==> config.mk <==
export PLATFORM = sky130hd
export DESIGN_NAME = amm_traffic_master
export DESIGN_NICKNAME = d
export VERILOG_FILES = /design/src/rtl/amm_traffic_master.sv
export SDC_FILE = /design/constraint.sdc
export NUM_CORES = 1
export LEC_CHECK = 0
export CAP_MARGIN = 5
export CORE_MARGIN = 1.5
export CORE_UTILIZATION = 42
export DETAILED_ROUTE_END_ITERATION = 6
export PLACE_DENSITY = 0.82
export SLEW_MARGIN = 40
export SYNTH_ARGS = -nofsm -noshare
export SYNTH_HDL_FRONTEND = slang
export SYNTH_SLANG_ARGS = --single-unit
==> constraint.sdc <==
create_clock -name clk_i -period 12.9 [get_ports clk_i]
set_clock_uncertainty 0.15 [all_clocks]
set_input_delay 3.87 -clock clk_i [delete_from_list [all_inputs] [get_ports clk_i]]
set_output_delay 3.87 -clock clk_i [all_outputs]
set_load 0.02 [all_outputs]
==> src/rtl/amm_traffic_master.sv <==
// Avalon-MM burst master: turns single commands into write bursts carrying a
// seed-based data pattern, or into read bursts whose returns are tracked.
//
// state    | meaning
// IDLE     | waiting for a command; the only state that accepts one
// WR_BURST | issuing write words; one word goes out per cycle without waitrequest
// RD_REQ   | holding a read request until the slave accepts it
module amm_traffic_master #(
  parameter int AMM_ADDR_W   = 31,
  parameter int AMM_DATA_W   = 128,
  parameter int AMM_BURST_W  = 11,
  parameter int DATA_B_W     = 16,
  parameter int MAX_RD_OUTST = 4
) (
  input  logic                              clk_i,
  input  logic                              rst_i,
  input  logic                              cmd_valid_i,
  output logic                              cmd_ready_o,
  input  logic                              cmd_op_i,
  input  logic [AMM_ADDR_W-1:0]             cmd_addr_i,
  input  logic [AMM_BURST_W-1:0]            cmd_burst_i,
  input  logic [31:0]                       cmd_seed_i,
  input  logic [DATA_B_W-1:0]               cmd_byteen_i,
  output logic [AMM_ADDR_W-1:0]             address_o,
  output logic                              read_o,
  output logic                              write_o,
  output logic [AMM_DATA_W-1:0]             writedata_o,
  output logic [AMM_BURST_W-1:0]            burstcount_o,
  output logic [DATA_B_W-1:0]               byteenable_o,
  input  logic                              waitrequest_i,
  input  logic                              readdatavalid_i,
  output logic                              busy_o,
  output logic [$clog2(MAX_RD_OUTST):0]     rd_outst_o,
  output logic                              rd_unexp_o
);

  localparam int LANES = AMM_DATA_W / 32;
  localparam int PTR_W = (MAX_RD_OUTST > 1) ? $clog2(MAX_RD_OUTST) : 1;
  localparam int CNT_W = $clog2(MAX_RD_OUTST) + 1;

  typedef enum logic [1:0] {
    IDLE     = 2'd0,
    WR_BURST = 2'd1,
    RD_REQ   = 2'd2
  } state_t;

  state_t                 r_state;
  logic [31:0]            r_seed;
  logic [AMM_BURST_W-1:0] r_k;
  logic [AMM_BURST_W-1:0] r_rem;
  logic                   r_rem_act;
  logic [AMM_BURST_W-1:0] r_fifo [MAX_RD_OUTST];
  logic [PTR_W-1:0]       r_wr_ptr;
  logic [PTR_W-1:0]       r_rd_ptr;
  logic [CNT_W-1:0]       r_outst;

  logic                   w_ready;
  logic [AMM_BURST_W-1:0] w_burst;
  logic [31:0]            w_next_word;
  logic                   w_fifo_empty;
  logic [AMM_BURST_W-1:0] w_rem_cur;
  logic                   w_push;
  logic                   w_pop;

  assign w_ready      = (r_state == IDLE) && (r_outst < CNT_W'(MAX_RD_OUTST));
  assign w_burst      = (cmd_burst_i == '0) ? AMM_BURST_W'(1) : cmd_burst_i;
  assign w_next_word  = r_seed + 32'(r_k) + 32'd1;
  assign w_fifo_empty = (r_outst == '0);
  // Remaining count comes from the FIFO head until the burst's first word lands.
  assign w_rem_cur    = r_rem_act ? r_rem : r_fifo[r_rd_ptr];
  assign w_push       = (r_state == RD_REQ) && !waitrequest_i;
  assign w_pop        = readdatavalid_i && !w_fifo_empty && (w_rem_cur == AMM_BURST_W'(1));

  assign cmd_ready_o  = w_ready && !rst_i;
  assign busy_o       = (r_state != IDLE) || (r_outst != '0);
  assign rd_outst_o   = r_outst;

  always_ff @(posedge clk_i or posedge rst_i) begin
    if (rst_i) begin
      r_state      <= IDLE;
      r_seed       <= '0;
      r_k          <= '0;
      r_rem        <= '0;
      r_rem_act    <= 1'b0;
      r_wr_ptr     <= '0;
      r_rd_ptr     <= '0;
      r_outst      <= '0;
      address_o    <= '0;
      read_o       <= 1'b0;
      write_o      <= 1'b0;
      writedata_o  <= '0;
      burstcount_o <= '0;
      byteenable_o <= '0;
      rd_unexp_o   <= 1'b0;
      for (int i = 0; i < MAX_RD_OUTST; i++) r_fifo[i] <= '0;
    end else begin
      case (r_state)
        IDLE: begin
          if (cmd_valid_i && w_ready) begin
            address_o    <= cmd_addr_i;
            burstcount_o <= w_burst;
            r_k          <= '0;
            if (cmd_op_i) begin
              read_o       <= 1'b1;
              byteenable_o <= '1;
              r_state      <= RD_REQ;
            end else begin
              write_o      <= 1'b1;
              byteenable_o <= cmd_byteen_i;
              r_seed       <= cmd_seed_i;
              writedata_o  <= {LANES{cmd_seed_i}};
              r_state      <= WR_BURST;
            end
          end
        end
        WR_BURST: begin
          if (!waitrequest_i) begin
            if (r_k == burstcount_o - AMM_BURST_W'(1)) begin
              write_o <= 1'b0;
              r_state <= IDLE;
            end else begin
              r_k         <= r_k + AMM_BURST_W'(1);
              writedata_o <= {LANES{w_next_word}};
            end
          end
        end
        RD_REQ: begin
          if (!waitrequest_i) begin
            read_o  <= 1'b0;
            r_state <= IDLE;
          end
        end
        default: r_state <= IDLE;
      endcase

      if (w_push) begin
        r_fifo[r_wr_ptr] <= burstcount_o;
        r_wr_ptr         <= r_wr_ptr + PTR_W'(1);
      end

      if (readdatavalid_i) begin
        if (w_fifo_empty) begin
          rd_unexp_o <= 1'b1;
        end else if (w_pop) begin
          r_rem_act <= 1'b0;
          r_rd_ptr  <= r_rd_ptr + PTR_W'(1);
        end else begin
          r_rem     <= w_rem_cur - AMM_BURST_W'(1);
          r_rem_act <= 1'b1;
        end
      end

      if (w_push && !w_pop) r_outst <= r_outst + CNT_W'(1);
      else if (w_pop && !w_push) r_outst <= r_outst - CNT_W'(1);
    end
  end

endmodule

==> impl_metrics.csv <==
group,metric,value,unit
status,status,"finished with violations",
status,violations,"design-rule violations",
power_and_ir_drop,worst_ir_drop_vdd,175,µV
synthesis,compound_gate_portion_of_the_synthesized_area,0.0976,
clock_network,deepest_clock_path_buffer_count,3,
global_routing,first_pass_grt_wire_length,44600,µm
finish,final_layout_size_suffix_gt1_frac,0.118,
power_and_ir_drop,power_per_standard_cell_area,257,nW/µm²
sta,slew_headroom,0.449,
flow_run,drv_cap,0,
worst_setup_path,data_arrival_critical_path,5340,ps
sta,worst-slew-pin-transition,827,ps
synthesis,yosys.cell_count.top_type,"sky130_fd_sc_hd__nand2_1",
global_routing,grt_usage,0.208,
placed_design,portBuffers,289,
sta,final_max_slew_viol_count,0,
synthesis,yosys-top-cells-count,"sky130_fd_sc_hd__nand2_1, sky130_fd_sc_hd__dfrtp_1, sky130_fd_sc_hd__buf_4",
global_routing,antenna_found_initial,1,
synthesis,synth_top_cell_area_share,0.458,
clock_network,clock_tree_from_tritoncts,"done",
clock_network,h_tree_lvl_count,1,
worst_hold_path,timing.hold.worst.class,"flop to flop",
synthesis,synth_simple_gate_area_frac,0.159,
global_routing,grt_start_max_net_pins,122,
synthesis,avgSynthCellArea,9.83,µm²
synthesis,register_bit_total_from_synthesis,201,
worst_hold_path,timing.hold.worst.start,"rd_unexp_o",
floorplanning,die_w,165,µm
sta,layout_setup_ws,3540,ps
floorplanning,initial_core_utilization,0.432,
worst_setup_path,cp_max_fo,2,
sta,min_period_over_period,0.725,
clock_network,clock-sinks,201,
worst_setup_path,critPathKind,"primary input to output pin",
sta,setup_viol_count_final,0,
floorplanning,ioPinCount,290,
worst_setup_path,cp_cell_sequence,"clkdlybuf4s50_1 > nor4_1 > clkdlybuf4s50_1",
power_and_ir_drop,power.static_leakage,0.00632,µW
clock_network,clock_pin_slew_on_the_worst_setup_and_hold_paths,70,ps
worst_setup_path,worstSetupStartpoint,"rst_i",
placed_design,final_wtd_congestion,0.842,
worst_setup_path,cpPeakStageDelay,680,ps
worst_setup_path,reg2reg_to,"rd_outst_o[1]",
synthesis,post_synth_num_cell_types,68,
synthesis,synth_top_family_by_area,"simple AND/OR/NAND/NOR gates",
synthesis,mappedNetlistArea,11000,µm²
worst_setup_path,crit_path_top_delay_cell,"sky130_fd_sc_hd__clkdlybuf4s50_1",
sta,fin_setup_tns,0,ps
route,drtAntennaViolNets,0,
synthesis,synth_warnings,0,
synthesis,synth-edff-count,0,
worst_setup_path,critical_path_startpoint_category,"primary input",
synthesis,synth_area_leader_cell,"sky130_fd_sc_hd__dfrtp_1",
synthesis,yosysSeqAreaShare,0.458,
route,drc_errors,1,
clock_network,tritoncts.num_buffers,23,
worst_hold_path,whs_endpoint,"rd_unexp_o",
synthesis,postSynth.topFlopCell,"sky130_fd_sc_hd__dfrtp_1",
synthesis,postSynth.asyncResetShare,1.00,
synthesis,post_synth_main_area_contributors,"sky130_fd_sc_hd__dfrtp_1, sky130_fd_sc_hd__mux2_2, sky130_fd_sc_hd__nand2_1",
worst_setup_path,crit_path_leading_delay_family,"buffers and inverters",
worst_hold_path,hold_depth,1,
sta,setup_repair_after_global_routing_missed_its_margin,"false",
synthesis,yosys-mux-area-fraction,0.126,
floorplanning,core_area,25400,µm²
route,via_count,8674,
floorplanning,floorplan.die_area,27100,µm²
clock_network,count_of_hold_fix_buffers_inserted_at_cts,0,
clock_network,clock_latency,520,ps
route,routed_via_density,5.32,
route,routed_wl,28200,µm
synthesis,synth.net_count,1235,
synthesis,synth-adder-area-share,0.0264,
worst_setup_path,critical_path.endpoint_type,"output pin",
route,drt_first_iter_violations,528,
sta,final-hold-violation-count,0,
placed_design,dp_hpwl,19900,µm
worst_setup_path,cp.required,8880,ps
placed_design,preCtsSetupSlack,3540,ps
route,wl_per_cell,17.3,µm
worst_setup_path,startpoint_of_the_worst_slack_reg_to_reg_timing_path,"r_rd_ptr[1]",
route,number_of_iterations_in_the_first_detailed_routing_pass,7,
floorplanning,die_h,165,µm
sta,layout_min_cycle_time,9360,ps
sta,clock.fmax,107,MHz
finish,areaGrowthSynthToFinish,30.3,%
synthesis,synthesis.instances,1117,
clock_network,ctsRootBufferMaster,"sky130_fd_sc_hd__clkbuf_16",
worst_setup_path,critical_path_buf_inv_count,2,
global_routing,grt_pass1_vias,8537,
finish,design.final.nets,1401,
clock_network,cts-resized-gates,0,
global_routing,grt.overflow.total,0,
worst_setup_path,worst_r2r_path_cells,9,
worst_setup_path,worst-r2r-setup-slack,8760,ps
clock_network,post_cts.repair.setup_buffers,0,
synthesis,synth-xor-area-share,0.0366,
floorplanning,placement_rows,58,
worst_setup_path,timing.critical_path.mode_cell,"sky130_fd_sc_hd__clkdlybuf4s50_1",
==> registers in the layout, summed over array words and instances, names as in the netlist, 2 cells and up <==
| name | count |
|---|---|
| rd_outst_o | 3 |
| r_fifo | 44 |
| writedata_o | 32 |
| burstcount_o | 11 |
| r_k | 11 |
| r_wr_ptr | 2 |
| r_rd_ptr | 2 |
| r_seed | 32 |
| r_state | 2 |
| r_rem | 11 |
| address_o | 31 |
| byteenable_o | 16 |
==> per-layer routing <==
layer	vias to the layer above	wire length, µm	track usage
met5	-	0	0
li1	4086	-	-
met4	0	995	0.0790
met3	54	2230	0.0482
met2	338	13300	0.351
met1	4196	11600	0.258
==> cells by family (layout without fill, tap and decap cells) <==
logic type,Yosys count,count (layout)
XOR/XNOR,45,45
multiplexers,117,117
AO/OA/AOI/OAI,170,170
other,0,1
flip-flops,201,201
adder cells (fa/ha/maj),22,22
buffers and inverters,177,360
AND/OR/NAND/NOR,385,385
==> report_power, final <==
part / total, µW / switching, µW / leakage, µW / internal (µW)
registers: 1160 / 273 / 0.00251 / 887
logic: 1780 / 931 / 0.00339 / 849
clock network: 744 / 277 / 0.000420 / 467
total: 3680 / 1480 / 0.00632 / 2200
==> through the flow <==
step                      hold WS (ps)  power [µW]   util  area [µm²]  std cells
after floorplan                    322        2320      -       11000       1117
after global placement             292        2870  0.527       13400       1587
after detailed placement           294        2950  0.529       13400       1588
after CTS                          309        3710  0.563       14300       1630
after global routing               326        3890  0.563       14300       1631
final                              307        3680  0.563       14300       1631
==> worst reg2reg max path: stages (launching register included) <==
cell and delay, ps:
sky130_fd_sc_hd__dfrtp_1 870, sky130_fd_sc_hd__mux2_4 360, sky130_fd_sc_hd__a222oi_1 730, sky130_fd_sc_hd__and4_1 340, sky130_fd_sc_hd__nand2_1 100, sky130_fd_sc_hd__or3_1 500
sky130_fd_sc_hd__ha_1 260, sky130_fd_sc_hd__inv_1 70, sky130_fd_sc_hd__fa_1 390, sky130_fd_sc_hd__mux2_2 270
==> final cells by class <==
cell class,count,area (µm²)
Fill cell,2150,11100
Timing Repair Buffer,296,2970
Clock buffer,27,621
Inverter,22,95.1
Clock inverter,15,245
Antenna cell,1,2.50
Tap cell,330,413
Sequential cell,201,5030
Multi-Input combinational cell,739,4930
==> how the worst max path moves through the flow <==
stage                   end  slack [ps]  cells after the start
6_report        cmd_ready_o        3540                      3
5_1_grt         cmd_ready_o        3460                      3
4_1_cts         cmd_ready_o        3540                      3
3_5_place_dp    cmd_ready_o        3540                      3
3_3_place_gp    cmd_ready_o        3560                      3
2_1_floorplan  address_o[0]        3400                      1
==> cell usage in the layout (no fill, tap or decap), types with 4 or more instances in the layout <==
master                            synthesis  layout
sky130_fd_sc_hd__ha_1                    20      20
sky130_fd_sc_hd__clkbuf_16                0      23
sky130_fd_sc_hd__o31ai_1                 16      16
sky130_fd_sc_hd__mux2i_1                 31      31
sky130_fd_sc_hd__o21ai_0                 64      64
sky130_fd_sc_hd__and2_1                   6       5
sky130_fd_sc_hd__or4_1                    5       5
sky130_fd_sc_hd__dfrtp_1                201     201
sky130_fd_sc_hd__or2_2                    4       4
sky130_fd_sc_hd__or3_1                    7       7
sky130_fd_sc_hd__bufinv_16                0       6
sky130_fd_sc_hd__nand2_1                218     217
sky130_fd_sc_hd__and3_1                   6       6
sky130_fd_sc_hd__mux4_2                   6       6
sky130_fd_sc_hd__buf_4                   97       5
sky130_fd_sc_hd__nand3_1                 19      19
sky130_fd_sc_hd__mux2_2                  77      77
sky130_fd_sc_hd__nor4_1                   4       4
sky130_fd_sc_hd__a21oi_1                 33      32
sky130_fd_sc_hd__inv_1                   22      21
sky130_fd_sc_hd__xnor2_1                 20      20
sky130_fd_sc_hd__clkdlybuf4s50_1          0     289
sky130_fd_sc_hd__o21a_1                  10      10
sky130_fd_sc_hd__xor2_1                  24      24
sky130_fd_sc_hd__nand4_1                 10      10
sky130_fd_sc_hd__a21o_1                   6       6
sky130_fd_sc_hd__nor2_1                  50      50
sky130_fd_sc_hd__a211oi_1                 6       6
sky130_fd_sc_hd__nor3_1                  29      27
sky130_fd_sc_hd__nor2b_1                 10       9
No activity file was read; power rests on OpenSTA's default activity.
